--- src/rtl/code_search_ctrl_pkg.sv ---
// Shared definitions for the code-phase sweep controller: state encoding,
// field widths and the half-chip length of one GPS C/A code period.
package code_search_ctrl_pkg;

  localparam int HC_PER_GPS_CODE = 2046;
  localparam int PRN_KEY_W       = 10;
  localparam int SLEW_W          = 11;
  localparam int DWELL_W         = 4;

  typedef enum logic [2:0] {
    ST_IDLE,
    ST_LOAD,
    ST_SETTLE,
    ST_DWELL,
    ST_COMPARE,
    ST_STEP,
    ST_DONE
  } search_state_e;

  // A programmed dwell of zero would never complete a bin, so it behaves as one dump.
  function automatic logic [DWELL_W-1:0] effDwell(input logic [DWELL_W-1:0] dwell);
    return (dwell == '0) ? DWELL_W'(1) : dwell;
  endfunction

endpackage

--- src/rtl/code_search_ctrl_if.sv ---
// Channel-side bundle of the sweep controller: register inputs, energy stream,
// code generator controls and sweep results. Prefixes are from the controller's view.
interface code_search_ctrl_if #(
  parameter int ENERGY_W = 32
);

  logic                i_start;
  logic                i_abort;
  logic [9:0]          i_prn_key_in;
  logic [3:0]          i_dwell;
  logic [ENERGY_W-1:0] i_threshold;
  logic                i_energy_valid;
  logic [ENERGY_W-1:0] i_energy;
  logic                o_prn_key_enable;
  logic [9:0]          o_prn_key;
  logic                o_slew_enable;
  logic [10:0]         o_code_slew;
  logic                o_busy;
  logic                o_done;
  logic                o_detected;
  logic [10:0]         o_best_phase;
  logic [ENERGY_W-1:0] o_best_energy;

  modport master (
    output i_start, i_abort, i_prn_key_in, i_dwell, i_threshold, i_energy_valid, i_energy,
    input  o_prn_key_enable, o_prn_key, o_slew_enable, o_code_slew, o_busy, o_done,
           o_detected, o_best_phase, o_best_energy
  );

  modport slave (
    input  i_start, i_abort, i_prn_key_in, i_dwell, i_threshold, i_energy_valid, i_energy,
    output o_prn_key_enable, o_prn_key, o_slew_enable, o_code_slew, o_busy, o_done,
           o_detected, o_best_phase, o_best_energy
  );

endinterface

--- src/rtl/code_search_ctrl_sat_accum.sv ---
// Saturating energy accumulator with synchronous clear; a sum that would wrap
// sticks at all-ones so a very strong bin can never look weak.
module code_search_ctrl_sat_accum #(
  parameter int ENERGY_W = 32
) (
  input  logic                clk,
  input  logic                rst,
  input  logic                i_clear,
  input  logic                i_add,
  input  logic [ENERGY_W-1:0] i_value,
  output logic [ENERGY_W-1:0] o_acc
);

  logic [ENERGY_W-1:0] r_acc;
  logic [ENERGY_W:0]   w_sum;

  assign w_sum = {1'b0, r_acc} + {1'b0, i_value};

  always_ff @(posedge clk) begin
    if (rst || i_clear) begin
      r_acc <= '0;
    end else if (i_add) begin
      r_acc <= w_sum[ENERGY_W] ? '1 : w_sum[ENERGY_W-1:0];
    end
  end

  assign o_acc = r_acc;

endmodule

--- src/rtl/code_search_ctrl.sv ---
// Acquisition code-phase sweep controller: loads a PRN key, slews the code
// generator bin by bin, integrates dump energies and keeps the strongest bin.
module code_search_ctrl
  import code_search_ctrl_pkg::*;
#(
  parameter int NUM_BINS     = HC_PER_GPS_CODE,
  parameter int STEP_HC      = 1,
  parameter int SETTLE_DUMPS = 2,
  parameter int ENERGY_W     = 32
) (
  input  logic               clk,
  input  logic               rst,
  code_search_ctrl_if.slave  bus
);

  localparam int SET_W = (SETTLE_DUMPS < 2) ? 1 : $clog2(SETTLE_DUMPS);

  search_state_e          r_state;
  logic [SET_W-1:0]       r_settleCnt;
  logic [DWELL_W-1:0]     r_dwellCnt;
  logic [DWELL_W-1:0]     r_dwell;
  logic [SLEW_W-1:0]      r_bin;
  logic [SLEW_W-1:0]      r_phase;
  logic [PRN_KEY_W-1:0]   r_prnKey;
  logic                   r_prnKeyEn;
  logic                   r_slewEn;
  logic                   r_busy;
  logic                   r_done;
  logic                   r_detected;
  logic [SLEW_W-1:0]      r_bestPhase;
  logic [ENERGY_W-1:0]    r_bestEnergy;

  logic [ENERGY_W-1:0]    w_acc;
  logic                   w_settleLast;
  logic                   w_dwellLast;
  logic                   w_accClear;
  logic                   w_accAdd;
  logic                   w_accWins;
  logic [ENERGY_W-1:0]    w_newBest;

  assign w_settleLast = (r_settleCnt == SET_W'(SETTLE_DUMPS - 1));
  assign w_dwellLast  = ((r_dwellCnt + DWELL_W'(1)) == r_dwell);
  assign w_accClear   = (r_state == ST_SETTLE) && bus.i_energy_valid && w_settleLast && !bus.i_abort;
  assign w_accAdd     = (r_state == ST_DWELL) && bus.i_energy_valid && !bus.i_abort;
  assign w_accWins    = (w_acc > r_bestEnergy);
  assign w_newBest    = w_accWins ? w_acc : r_bestEnergy;

  code_search_ctrl_sat_accum #(
    .ENERGY_W (ENERGY_W)
  ) u_accum (
    .clk     (clk),
    .rst     (rst),
    .i_clear (w_accClear),
    .i_add   (w_accAdd),
    .i_value (bus.i_energy),
    .o_acc   (w_acc)
  );

  // Strobes are set on the transition into their state so they coincide with it;
  // r_phase tracks bin*STEP_HC modulo 2^11 without a multiplier.
  always_ff @(posedge clk) begin
    if (rst) begin
      r_state      <= ST_IDLE;
      r_settleCnt  <= '0;
      r_dwellCnt   <= '0;
      r_dwell      <= '0;
      r_bin        <= '0;
      r_phase      <= '0;
      r_prnKey     <= '0;
      r_prnKeyEn   <= 1'b0;
      r_slewEn     <= 1'b0;
      r_busy       <= 1'b0;
      r_done       <= 1'b0;
      r_detected   <= 1'b0;
      r_bestPhase  <= '0;
      r_bestEnergy <= '0;
    end else begin
      r_prnKeyEn <= 1'b0;
      r_slewEn   <= 1'b0;
      r_done     <= 1'b0;
      if (bus.i_abort) begin
        r_state <= ST_IDLE;
        r_busy  <= 1'b0;
      end else begin
        case (r_state)
          ST_IDLE: begin
            if (bus.i_start) begin
              r_state      <= ST_LOAD;
              r_busy       <= 1'b1;
              r_prnKeyEn   <= 1'b1;
              r_prnKey     <= bus.i_prn_key_in;
              r_dwell      <= effDwell(bus.i_dwell);
              r_bin        <= '0;
              r_phase      <= '0;
              r_bestEnergy <= '0;
              r_bestPhase  <= '0;
              r_detected   <= 1'b0;
            end
          end
          ST_LOAD: begin
            r_settleCnt <= '0;
            r_state     <= ST_SETTLE;
          end
          ST_SETTLE: begin
            if (bus.i_energy_valid) begin
              if (w_settleLast) begin
                r_settleCnt <= '0;
                r_dwellCnt  <= '0;
                r_state     <= ST_DWELL;
              end else begin
                r_settleCnt <= r_settleCnt + SET_W'(1);
              end
            end
          end
          ST_DWELL: begin
            if (bus.i_energy_valid) begin
              r_dwellCnt <= r_dwellCnt + DWELL_W'(1);
              if (w_dwellLast) begin
                r_state <= ST_COMPARE;
              end
            end
          end
          ST_COMPARE: begin
            // Strict compare keeps the earliest bin on equal energies.
            if (w_accWins) begin
              r_bestEnergy <= w_acc;
              r_bestPhase  <= r_phase;
            end
            r_detected <= (w_newBest >= bus.i_threshold);
            if (r_bin == SLEW_W'(NUM_BINS - 1)) begin
              r_state <= ST_DONE;
              r_done  <= 1'b1;
            end else begin
              r_state  <= ST_STEP;
              r_slewEn <= 1'b1;
            end
          end
          ST_STEP: begin
            r_bin       <= r_bin + SLEW_W'(1);
            r_phase     <= r_phase + SLEW_W'(STEP_HC);
            r_settleCnt <= '0;
            r_state     <= ST_SETTLE;
          end
          ST_DONE: begin
            r_busy  <= 1'b0;
            r_state <= ST_IDLE;
          end
          default: begin
            r_busy  <= 1'b0;
            r_state <= ST_IDLE;
          end
        endcase
      end
    end
  end

  assign bus.o_prn_key_enable = r_prnKeyEn;
  assign bus.o_prn_key        = r_prnKey;
  assign bus.o_slew_enable    = r_slewEn;
  assign bus.o_code_slew      = SLEW_W'(STEP_HC);
  assign bus.o_busy           = r_busy;
  assign bus.o_done           = r_done;
  assign bus.o_detected       = r_detected;
  assign bus.o_best_phase     = r_bestPhase;
  assign bus.o_best_energy    = r_bestEnergy;

endmodule
--- src/flat_wrapper.sv ---
// flat-port wrapper written by rule: the top's interface ports become plain ports
module code_search_ctrl_flat import code_search_ctrl_pkg::*;
#(
  parameter int NUM_BINS     = HC_PER_GPS_CODE,
  parameter int STEP_HC      = 1,
  parameter int SETTLE_DUMPS = 2,
  parameter int ENERGY_W     = 32
)
  (clk, rst, bus_i_start, bus_i_abort, bus_i_prn_key_in, bus_i_dwell, bus_i_threshold, bus_i_energy_valid, bus_i_energy, bus_o_prn_key_enable, bus_o_prn_key, bus_o_slew_enable, bus_o_code_slew, bus_o_busy, bus_o_done, bus_o_detected, bus_o_best_phase, bus_o_best_energy);
  code_search_ctrl_if #(.ENERGY_W(ENERGY_W)) bus_i ();
  input  logic clk;
  input  logic rst;
  input wire logic [$bits(bus_i.i_start)-1:0] bus_i_start;
  input wire logic [$bits(bus_i.i_abort)-1:0] bus_i_abort;
  input wire logic [$bits(bus_i.i_prn_key_in)-1:0] bus_i_prn_key_in;
  input wire logic [$bits(bus_i.i_dwell)-1:0] bus_i_dwell;
  input wire logic [$bits(bus_i.i_threshold)-1:0] bus_i_threshold;
  input wire logic [$bits(bus_i.i_energy_valid)-1:0] bus_i_energy_valid;
  input wire logic [$bits(bus_i.i_energy)-1:0] bus_i_energy;
  output wire logic [$bits(bus_i.o_prn_key_enable)-1:0] bus_o_prn_key_enable;
  output wire logic [$bits(bus_i.o_prn_key)-1:0] bus_o_prn_key;
  output wire logic [$bits(bus_i.o_slew_enable)-1:0] bus_o_slew_enable;
  output wire logic [$bits(bus_i.o_code_slew)-1:0] bus_o_code_slew;
  output wire logic [$bits(bus_i.o_busy)-1:0] bus_o_busy;
  output wire logic [$bits(bus_i.o_done)-1:0] bus_o_done;
  output wire logic [$bits(bus_i.o_detected)-1:0] bus_o_detected;
  output wire logic [$bits(bus_i.o_best_phase)-1:0] bus_o_best_phase;
  output wire logic [$bits(bus_i.o_best_energy)-1:0] bus_o_best_energy;
  assign bus_i.i_start = bus_i_start;
  assign bus_i.i_abort = bus_i_abort;
  assign bus_i.i_prn_key_in = bus_i_prn_key_in;
  assign bus_i.i_dwell = bus_i_dwell;
  assign bus_i.i_threshold = bus_i_threshold;
  assign bus_i.i_energy_valid = bus_i_energy_valid;
  assign bus_i.i_energy = bus_i_energy;
  assign bus_o_prn_key_enable = bus_i.o_prn_key_enable;
  assign bus_o_prn_key = bus_i.o_prn_key;
  assign bus_o_slew_enable = bus_i.o_slew_enable;
  assign bus_o_code_slew = bus_i.o_code_slew;
  assign bus_o_busy = bus_i.o_busy;
  assign bus_o_done = bus_i.o_done;
  assign bus_o_detected = bus_i.o_detected;
  assign bus_o_best_phase = bus_i.o_best_phase;
  assign bus_o_best_energy = bus_i.o_best_energy;
  code_search_ctrl #(.NUM_BINS(NUM_BINS), .STEP_HC(STEP_HC), .SETTLE_DUMPS(SETTLE_DUMPS), .ENERGY_W(ENERGY_W)) u_core (.clk(clk), .rst(rst), .bus(bus_i));
endmodule
--- config.mk ---
export PLATFORM = sky130hd
export DESIGN_NAME = code_search_ctrl_flat
export DESIGN_NICKNAME = d
export VERILOG_FILES = /design/src/rtl/code_search_ctrl_pkg.sv /design/src/rtl/code_search_ctrl_if.sv /design/src/rtl/code_search_ctrl_sat_accum.sv /design/src/rtl/code_search_ctrl.sv /design/src/flat_wrapper.sv
export SDC_FILE = /design/constraint.sdc
export NUM_CORES = 1
export LEC_CHECK = 0
export ABC_CLOCK_PERIOD_IN_PS = 5000
export BUFFER_PORTS_ARGS = -buffer_cell sky130_fd_sc_hd__buf_4
export CAP_MARGIN = 20
export CORE_MARGIN = 10
export CORE_UTILIZATION = 57
export CTS_CLUSTER_SIZE = 20
export DETAILED_ROUTE_END_ITERATION = 8
export HOLD_SLACK_MARGIN = 0.08
export PLACE_DENSITY = 0.81
export SYNTH_ARGS = -nofsm -noshare
export SYNTH_HDL_FRONTEND = slang
export SYNTH_SLANG_ARGS = --single-unit
--- constraint.sdc ---
create_clock -name clk -period 5 [get_ports clk]
set_clock_uncertainty 0.1 [all_clocks]
set_input_delay 0.25 -clock clk [delete_from_list [all_inputs] [get_ports clk]]
set_output_delay 0.25 -clock clk [all_outputs]
set_load 0.05 [all_outputs]
==> Yosys cells after proc, flatten, opt, wreduce, memory -nomap -nowiden <==
Cells that the tools add are included.
{ "word_totals": {"reg_bits": 124, "out_inout_bits": 69, "wordCells": 96, "in_bits": 83} }
{ "op_classes": {"muxes": 31, "n_addsub": 5, "n_bitwise": 4, "n_reduce_logical": 26, "eq_ne": 13, "n_lt_le_gt_ge": 2} }
{ "op_table": {"columns": ["op", "count"], "rows": [
  ["32-bit two-way mux", 3],
  ["11-bit one-hot mux with 2 select lines", 3],
  ["32-bit one-hot mux with 2 select lines", 1],
  ["32-bit by 32-bit adder with 33-bit output", 1],
  ["32-bit >= comparator", 1],
  ["32-bit greater-than comparator", 1],
  ["11-bit by 1-bit adder with 11-bit output, second input constant", 2],
  ["11-bit two-way mux", 2],
  ["4-bit two-way mux", 4],
  ["3-bit two-way mux", 5],
  ["3-bit one-hot mux with 5 select lines", 1],
  ["3-bit AND reduction", 4],
  ["11-bit equality test, second input constant", 1],
  ["5-bit AND reduction", 2],
  ["4-bit one-hot mux with 2 select lines", 1],
  ["2-bit nonzero test", 4],
  ["1-bit two-way mux", 7],
  ["3-bit by 2-bit equality test with 1-bit output, second input constant", 2],
  ["3-bit equality test, second input constant", 2],
  ["2-bit by 1-bit inequality test with 1-bit output, second input constant", 3],
  ["2-bit inequality test, second input constant", 3],
  ["1-bit one-hot mux with 2 select lines", 3],
  ["3-bit OR reduction", 2],
  ["1-bit logical AND", 5],
  ["other kinds (14)", 18]
]} }

==> Depth between registers and ports, before layout <==
Gate-level depths: netlist of run 1.
{ "logic_depth": {"ltp_word": 5, "depth_mapped": 20, "depth_no_buf": 19} }

==> By module <==
Synthesis of run 1 repeated with hierarchy kept, for this count alone.
{ "hier_totals": {"hier_cells": 989, "hier_area_um2": 8489.4} }
{ "by_module_without_submodules": {"columns": ["mod", "n_inst", "seq_area_each_um2", "cells_per_inst", "area_per_inst_um2"], "rows": [
  ["code_search_ctrl", 1, 1841.8, 645, 5679.2],
  ["code_search_ctrl_sat_accum", 1, 640.6, 344, 2810.2]
]} }

==> Least setup slack after synthesis of run 1 <==
Ideal clock, no wire load.
{ "synth_timing": {"path_type": "register -> register", "startpoint": "register u_core.r_bestEnergy[1], in the netlist u_core.bus.o_best_energy[1]", "endpoint": "register u_core.r_detected, in the netlist u_core.bus.o_detected", "setup_slack_ps": 857, "setup_time_ps": 117, "synth_period_minus_slack_ps": 4143, "arrival_ps": 3926, "n_path_buf": 1, "stages_incl_launch_ff": 20, "required_ps": 4783, "path_cell_list": "dfxtp_1 -> inv_1 -> ha_1 -> nor2b_1 -> o21a_1 -> o21ai_1 -> a21oi_1 -> o31ai_1 -> a21oi_1 -> nor2_1 -> buf_2 -> mux2_2 -> ha_1 -> a21o_1 -> a21o_1 -> a21oi_1 -> o21ai_0 -> nor3_1 -> o21ai_0 -> o2bb2ai_1"} }
{ "synth_between": {"elab_chain_len": 4} }
{ "synth_lines": {"columns": ["item", "line", "rtl"], "rows": [
  ["start, declared", "code_search_ctrl.sv:31", "logic [ENERGY_W-1:0] r_bestEnergy;"],
  ["start signal, assigned", "code_search_ctrl.sv:126", "r_bestEnergy <= w_acc;"],
  ["32-bit greater-than comparator", "code_search_ctrl.sv:45", "assign w_accWins = (w_acc > r_bestEnergy);"],
  ["32-bit two-way mux (*)", "code_search_ctrl.sv:46", "assign w_newBest = w_accWins ? w_acc : r_bestEnergy;"],
  ["32-bit >= comparator (*)", "code_search_ctrl.sv:129", "r_detected <= (w_newBest >= bus.i_threshold);"],
  ["1-bit one-hot mux with 2 select lines (*)", "code_search_ctrl.sv:85", "case (r_state)"],
  ["end signal, assigned", "code_search_ctrl.sv:129", null],
  ["end, declared", "code_search_ctrl.sv:29", "logic r_detected;"]
]} }
Every way passes the cells marked *; elsewhere a longest branch is shown, timed or not.
A chain may end at the register's enable or synchronous reset.

==> Worst setup path in the final report of run 1 <==
{ "layout_timing": {"startpoint": "register u_core.r_bestEnergy[29], in the netlist u_core.bus.o_best_energy[29]", "endpoint": "register u_core.r_detected, in the netlist u_core.bus.o_detected"} }
The elaborated chain is that of the path after synthesis.

==> run_results.csv, run 1 <==
group,metric,value,unit
placed_design,gp_congestion,0.929,
placed_design,place.port_buffers,140,
grt,overflow,0,
timing,tightestPinTransition,1.11,ns
cts,clk_path_buf_depth,2,
die,die_y,140,um
power_and_ir_drop,p_int,1870,uW
die,num_rows,43,
power_and_ir_drop,combPwrFrac,10.8,%
power_and_ir_drop,power,2520,uW
cts,cts-resized-gates,0,
detailed_routing,wl_met1,9.48,mm
worst_setup_path,cp_max_fo,26,
die,start_util,58.7,%
cells_and_area,fillers,1079,
synth,synthDominantAreaCellType,"dfxtp_1",
grt,grt_max_degree,44,
timing,grt_setup_unrepaired,"false",
cells_and_area,layout.nets,1295,
worst_setup_path,arrival,4.92,ns
cts,clockRootBuffer,"clkbuf_16",
cts,cts_tree,"done",
worst_setup_path,crit_buf_inv,2,
placed_design,place_area,9410,um^2
die,ios,152,
die,dieArea,19700,um^2
cts,clk_latency,0.43,ns
detailed_routing,wl_met3,1.81,mm
detailed_routing,first_pass_iters,5,
grt,grt_pass1_vias,7608,
cts,cts_sinks,124,
timing,hold_viol,0,
die,die_x,140,um
worst_setup_path,timing.rr.end,"u_core.bus.o_detected$_SDFFE_PP0P_",
timing,fmax,213,MHz
grt,grt_pass1_wl,37.4,mm
timing,slew_headroom,26.1,%
synth,syn_area,8250,um^2
synth,ys_async_sr_fraction,0,%
synth,seq_area_frac_synth,30.1,%
detailed_routing,drtAntennaViolNets,0,
detailed_routing,totalWireLength,22.4,mm
synth,synth_edf_count,0,
timing,timing.hold.ws,0.0931,ns
detailed_routing,highest_layer,"met4",
timing,post-route-period-util,94.1,%
worst_setup_path,ff2ff_setup_slack,0.29,ns
die,core-area,14000,um^2
synth,ys_top_cells_by_area,"dfxtp_1 (30%), ha_1 (15%), a21oi_1 (5.0%)",
grt,antenna_found_initial,0,
synth,synth.most_common_cell,"dfxtp_1",
cells_and_area,area_delta_synth_final,23.3,%
worst_setup_path,critical_path_class,"reg2reg",
status,status,"finished clean",
cts,cts_buffers,17,
power_and_ir_drop,power.switching,647,uW
worst_setup_path,worst_r2r_path_depth,18,
timing,finalCriticalPeriod,4.71,ns
synth,ys_types,68,
detailed_routing,drc_errors,0,
cts,htree_num_levels,4,
timing,maxSlewViolCount,0,
detailed_routing,wl_per_cell,17.2,um
power_and_ir_drop,p_leak,0.00484,uW
cells_and_area,drive_gt1_share,20.3,%
worst_setup_path,cpMaxStageDelayCell,"nor4_1",
timing,setup_tns,0,ns
power_and_ir_drop,clock_power_share,49.3,%
power_and_ir_drop,irDropWorstVdd,233,uV
worst_hold_path,whs_path_depth,2,
worst_hold_path,holdPathEnd,"u_core.r_bin[1]$_SDFFE_PP0P_",
worst_setup_path,crit_path_end_kind,"register",
synth,synth.avg_cell_area,8.53,um^2
cells_and_area,diodes,0,
detailed_routing,initialDrtViolationCount,452,
synth,ys_seq_elements,124,
worst_setup_path,critical_path.max_stage_delay,0.72,ns
synth,synth_top_area_share,30.1,%
worst_hold_path,min_from,"rst",
job,cap_violations,0,
synth,synthCells,967,
power_and_ir_drop,seq_power_share,39.9,%
detailed_routing,vias,7540,
detailed_routing,viasPerCell,5.79,
placed_design,hpwl,16.0,mm
timing,setup_violations,0,
grt,grt_usage,22.6,%
cells_and_area,final_util,72.4,%
detailed_routing,dr_wl_met2,10.5,mm
power_and_ir_drop,swShare,25.7,%
worst_setup_path,cp_top_family,"simple AND/OR/NAND/NOR gates",
cells_and_area,finalInstanceArea,10200,um^2
cts,clk_pin_slew,0.06,ns
worst_setup_path,startpoint,"u_core.bus.o_best_energy[29]$_SDFFE_PP0P_",
power_and_ir_drop,power.density,248,nW/um^2
worst_setup_path,startpoint_type,"register",
worst_setup_path,worstPathCellList,"inv_1 -> ha_1 -> nand4_1 -> nor4_1 -> and2_1 -> nor2_1 -> nor2_2 -> buf_4 -> mux2_2 -> ha_1 -> a21o_1 -> a21oi_1 -> nor2b_1 -> o211ai_1 -> a31oi_1 -> nor3_1 -> o21ai_0 -> o2bb2ai_1",
synth,yosys_warnings,0,
worst_setup_path,path_common_cell,"ha_1",
worst_hold_path,hp-class,"in2reg",
synth,yosys-top-cells-count,"dfxtp_1 (124), ha_1 (100), inv_1 (84)",
synth,ys.flop_type,"dfxtp_1",
worst_setup_path,timing.rr.start,"u_core.bus.o_best_energy[29]$_SDFFE_PP0P_",
worst_setup_path,required,5.21,ns
==> worst max path at each step <==
stage / slack (ns) / endpoint / cells after the start
after global placement: 0.63 / u_core.bus.o_detected$_SDFFE_PP0P_ / 18
after floorplan: 0.86 / u_core.bus.o_detected$_SDFFE_PP0P_ / 19
final: 0.29 / u_core.bus.o_detected$_SDFFE_PP0P_ / 18
after detailed placement: 0.46 / u_core.bus.o_detected$_SDFFE_PP0P_ / 18
after CTS: 0.38 / u_core.bus.o_detected$_SDFFE_PP0P_ / 18
after global routing: 0.02 / u_core.bus.o_detected$_SDFFE_PP0P_ / 18
==> power by group through the flow <==
stage / Combinational, uW / Clock (uW) / Sequential (uW)
2_1_floorplan: 152 / 0 / 1040
3_3_place_gp: 254 / 0 / 1030
3_5_place_dp: 257 / 0 / 1030
4_1_cts: 269 / 1250 / 1000
5_1_grt: 298 / 1300 / 1010
6_report: 273 / 1240 / 1010
==> repair_timing <==
action | in CTS | in global routing
endpoints found under the hold margin | 18 | 0
setup endpoints to repair | 0 | 0
buffers inserted | 0 | 0
hold buffers | 17 | 0
==> registers in the layout (all words and copies together) (netlist names) <==
register                     count
u_core.bus.o_best_energy        32
u_core.u_accum.o_acc            32
u_core.bus.o_best_phase         11
u_core.r_bin                    11
u_core.r_phase                  11
u_core.bus.o_prn_key            10
u_core.r_dwellCnt                4
u_core.r_dwell                   4
u_core.r_state                   3
u_core.bus.o_busy                1
u_core.bus.o_detected            1
u_core.bus.o_done                1
u_core.bus.o_prn_key_enable      1
u_core.bus.o_slew_enable         1
u_core.r_settleCnt               1
==> metrics by stage <==
step	cells	worst slack (ns)
detailed placement	1255	0.460
global route	1303	0.0163
floorplan	976	0.857
finish	1303	0.295
global placement	1255	0.635
CTS	1303	0.382
==> routing by layer <==
layer	track usage, %	up-vias
met5	0	-
met4	8.32	0
met3	7.61	43
met2	37.4	230
met1	26.6	3493
li1	-	3774
==> layout make-up <==
class	count	area [um^2]	share of cell area [%]
multi-input cells	717	5250	51.6
flip-flops and latches	124	2480	24.4
repair buffers	167	1310	12.9
clock buffers	19	453	4.45
inverters	84	315	3.10
well taps	180	225	2.22
clock inverters	12	138	1.35
==> logic make-up (layout without fill, tap and decap cells) <==
group / count (synthesis) / in the layout / synth area share [%]
AOI/OAI and AO/OA: 290 / 290 / 23.8
xor gates and xnor gates: 47 / 47 / 4.99
adders and majority gates: 101 / 101 / 15.4
buffers and inverters: 135 / 282 / 6.90
DFF: 124 / 124 / 30.1
muxes: 35 / 35 / 4.73
other: 2 / 11 / 0.0911
and+or+nand+nor: 233 / 233 / 13.9
==> layout by cell type (no fill, tap or decap), drive strengths merged, types with 4 or more instances in the layout <==
cell / synthesis / layout
a211oi: 4 / 4
o211ai: 6 / 6
mux2: 32 / 32
clkinv: 0 / 5
xnor2: 16 / 16
nand2b: 7 / 7
a21oi: 85 / 85
and2: 7 / 7
and3: 7 / 7
dfxtp: 124 / 124
a22oi: 4 / 4
nor3: 14 / 14
nand3: 19 / 19
xor2: 31 / 31
nor2b: 11 / 11
inv: 84 / 87
ha: 100 / 100
o221a: 10 / 10
conb: 2 / 11
clkbuf: 27 / 19
o21ai: 61 / 61
nor3b: 4 / 4
nand4: 22 / 22
a31oi: 9 / 9
nor2: 56 / 56
or3: 7 / 7
a21o: 39 / 39
buf: 24 / 150
a22o: 43 / 43
dlygate4sd3: 0 / 17
a2111oi: 4 / 4
nand2: 65 / 65
Power figures use the tool's default switching activity.
==> run 2, diff against run 1 <==
- CORE_UTILIZATION: 57 -> 58
- CTS_BUF_LIST: unset -> sky130_fd_sc_hd__clkbuf_4
- PLACE_DENSITY: 0.81 -> 0.83
==> run 2 against run 1 <==
Net effect:
- final area decreased by 2.0%
- non-clock buffer count is 7 higher
- clock power shrank 37%
- clock-buffer cell count decreased by 2
- critical path type unchanged
- largest cell class unchanged
==> run_results.csv, run 2 (synthesis gave the netlist of run 1 again) <==
group,metric,value,unit
status,status,"finished clean",
detailed_routing,initialDrtViolationCount,523,
power_and_ir_drop,p_int,1470,uW
timing,hold_viol,0,
cts,htree_num_levels,4,
placed_design,place_ws,0.614,ns
job,cap_violations,0,
die,ios,152,
timing,fmax,225,MHz
grt,grt_max_degree,44,
power_and_ir_drop,p_leak,0.00474,uW
power_and_ir_drop,irDropWorstVdd,183,uV
cts,cts_buffers,17,
cts,clockRootBuffer,"clkbuf_4",
cells_and_area,finalInstanceArea,9970,um^2
die,num_rows,43,
placed_design,hpwl,16.1,mm
detailed_routing,viasPerCell,5.77,
timing,setup_violations,0,
detailed_routing,vias,7562,
power_and_ir_drop,combPwrFrac,13.4,%
cells_and_area,final_common_cell,"buf_4",
timing,setup_tns,0,ns
power_and_ir_drop,power.switching,597,uW
worst_setup_path,crit_path_end_kind,"register",
die,die_y,139,um
grt,grt_pass1_wl,36.2,mm
worst_setup_path,required,5.36,ns
grt,overflow,0,
timing,maxSlewViolCount,0,
timing,post-route-period-util,88.8,%
timing,slew_headroom,35.8,%
worst_setup_path,cp_max_fo,16,
cells_and_area,drive_gt1_share,19.9,%
placed_design,place_area,9360,um^2
cells_and_area,diodes,0,
detailed_routing,totalWireLength,22.2,mm
placed_design,place.port_buffers,140,
timing,tightestPinTransition,0.963,ns
detailed_routing,first_pass_iters,6,
die,dieArea,19400,um^2
die,start_util,59.4,%
die,die_x,139,um
timing,final.setup.worst_slack,0.560,ns
cells_and_area,layout.nets,1302,
power_and_ir_drop,seq_power_share,48.6,%
cts,cts_hold_buf,27,
cts,cts_sinks,124,
power_and_ir_drop,power.density,207,nW/um^2
grt,antenna_found_initial,0,
cells_and_area,mostFrequentLayoutCells,"buf_4 (146), dfxtp_1 (124), ha_1 (100)",
power_and_ir_drop,swShare,28.9,%
cts,post-cts-setup-buffers,0,
timing,grt_setup_unrepaired,"false",
die,core-area,13900,um^2
detailed_routing,wl_per_cell,16.9,um
cells_and_area,final_util,71.8,%
worst_setup_path,arrival,4.80,ns
timing,finalCriticalPeriod,4.44,ns
cts,clk_pin_slew,0.12,ns
worst_setup_path,startpoint_type,"register",
cts,clk_latency,0.58,ns
cts,cts-resized-gates,0,
placed_design,gp_congestion,0.919,
power_and_ir_drop,clock_power_share,38.0,%
grt,grt_usage,22.1,%
detailed_routing,drc_errors,0,
cells_and_area,area_delta_synth_final,20.9,%
worst_setup_path,critical_path_class,"reg2reg",
worst_hold_path,hp-class,"in2reg",
cts,cts_tree,"done",
grt,grt_pass1_vias,7506,
detailed_routing,drtAntennaViolNets,0,
cells_and_area,fillers,1129,
cts,clk_path_buf_depth,2,
==> run 2: cell count changes in the layout (fill, tap and decap cells not counted), sizes merged <==
cell	delta
buf	-3
bufinv	+1
clkbuf	-2
clkinvlp	+1
dlygate4sd3	+10
inv	+1
==> run 2: worst max-delay path: stages, from the launching register on <==
cell       delay [ns]
dfxtp_1          0.40
inv_1            0.06
ha_1             0.30
nand4_1          0.17
nor4_1           0.63
and2_1           0.27
nor2_1           0.10
nor2_2           0.14
buf_4            0.28
mux2_2           0.37
ha_1             0.29
a21o_1           0.16
a21o_1           0.17
a21oi_1          0.19
o21ai_0          0.19
o21ai_0          0.28
o21ai_0          0.11
o2bb2ai_1        0.14
==> run 2: layer usage <==
metal / GRT usage [%] / vias to the layer above / wire length, um
met4: 7.69 / 0 / 549
met5: 0 / - / 0
met3: 6.57 / 41 / 1670
li1: - / 3768 / -
met2: 37.3 / 246 / 10600
met1: 25.9 / 3507 / 9390
==> run 2: power by group through the flow <==
stage | Sequential [uW] | Combinational (uW) | Clock [uW]
floorplan | 1040 | 152 | 0
global placement | 1030 | 252 | 0
detailed placement | 1030 | 255 | 0
CTS | 1000 | 272 | 790
global route | 1010 | 301 | 833
finish | 1000 | 276 | 784
==> run 2: cell type report <==
class | count | area (um^2) | area share, %
Timing Repair Buffer | 174 | 1390 | 13.9
Sequential cell | 124 | 2480 | 24.9
Clock buffer | 17 | 128 | 1.28
Multi-Input combinational cell | 717 | 5250 | 52.6
Tap cell | 180 | 225 | 2.26
Inverter | 84 | 315 | 3.16
Clock inverter | 15 | 186 | 1.87
==> run 2: worst paths after layout <==
check	from	endpoint	slack [ns]	cells past startpoint
max	u_core.bus.o_best_energy[29]$_SDFFE_PP0P_	u_core.bus.o_detected$_SDFFE_PP0P_	0.56	17
min	bus_i_energy[29]	u_core.u_accum.o_acc[29]$_SDFFE_PP0P_	0.11	5
max reg2reg	u_core.bus.o_best_energy[29]$_SDFFE_PP0P_	u_core.bus.o_detected$_SDFFE_PP0P_	0.56	17
min reg2reg	u_core.bus.o_prn_key[4]$_SDFFE_PP0P_	u_core.bus.o_prn_key[4]$_SDFFE_PP0P_	0.36	2
==> run 2: through the flow <==
stage / hold slack, ns / std cells / total power, uW
after CTS: 0.0867 / 1310 / 2070
final: 0.106 / 1311 / 2060
after global placement: 0.342 / 1251 / 1280
after global routing: 0.122 / 1311 / 2140
after floorplan: 0.229 / 976 / 1190
after detailed placement: 0.347 / 1251 / 1280
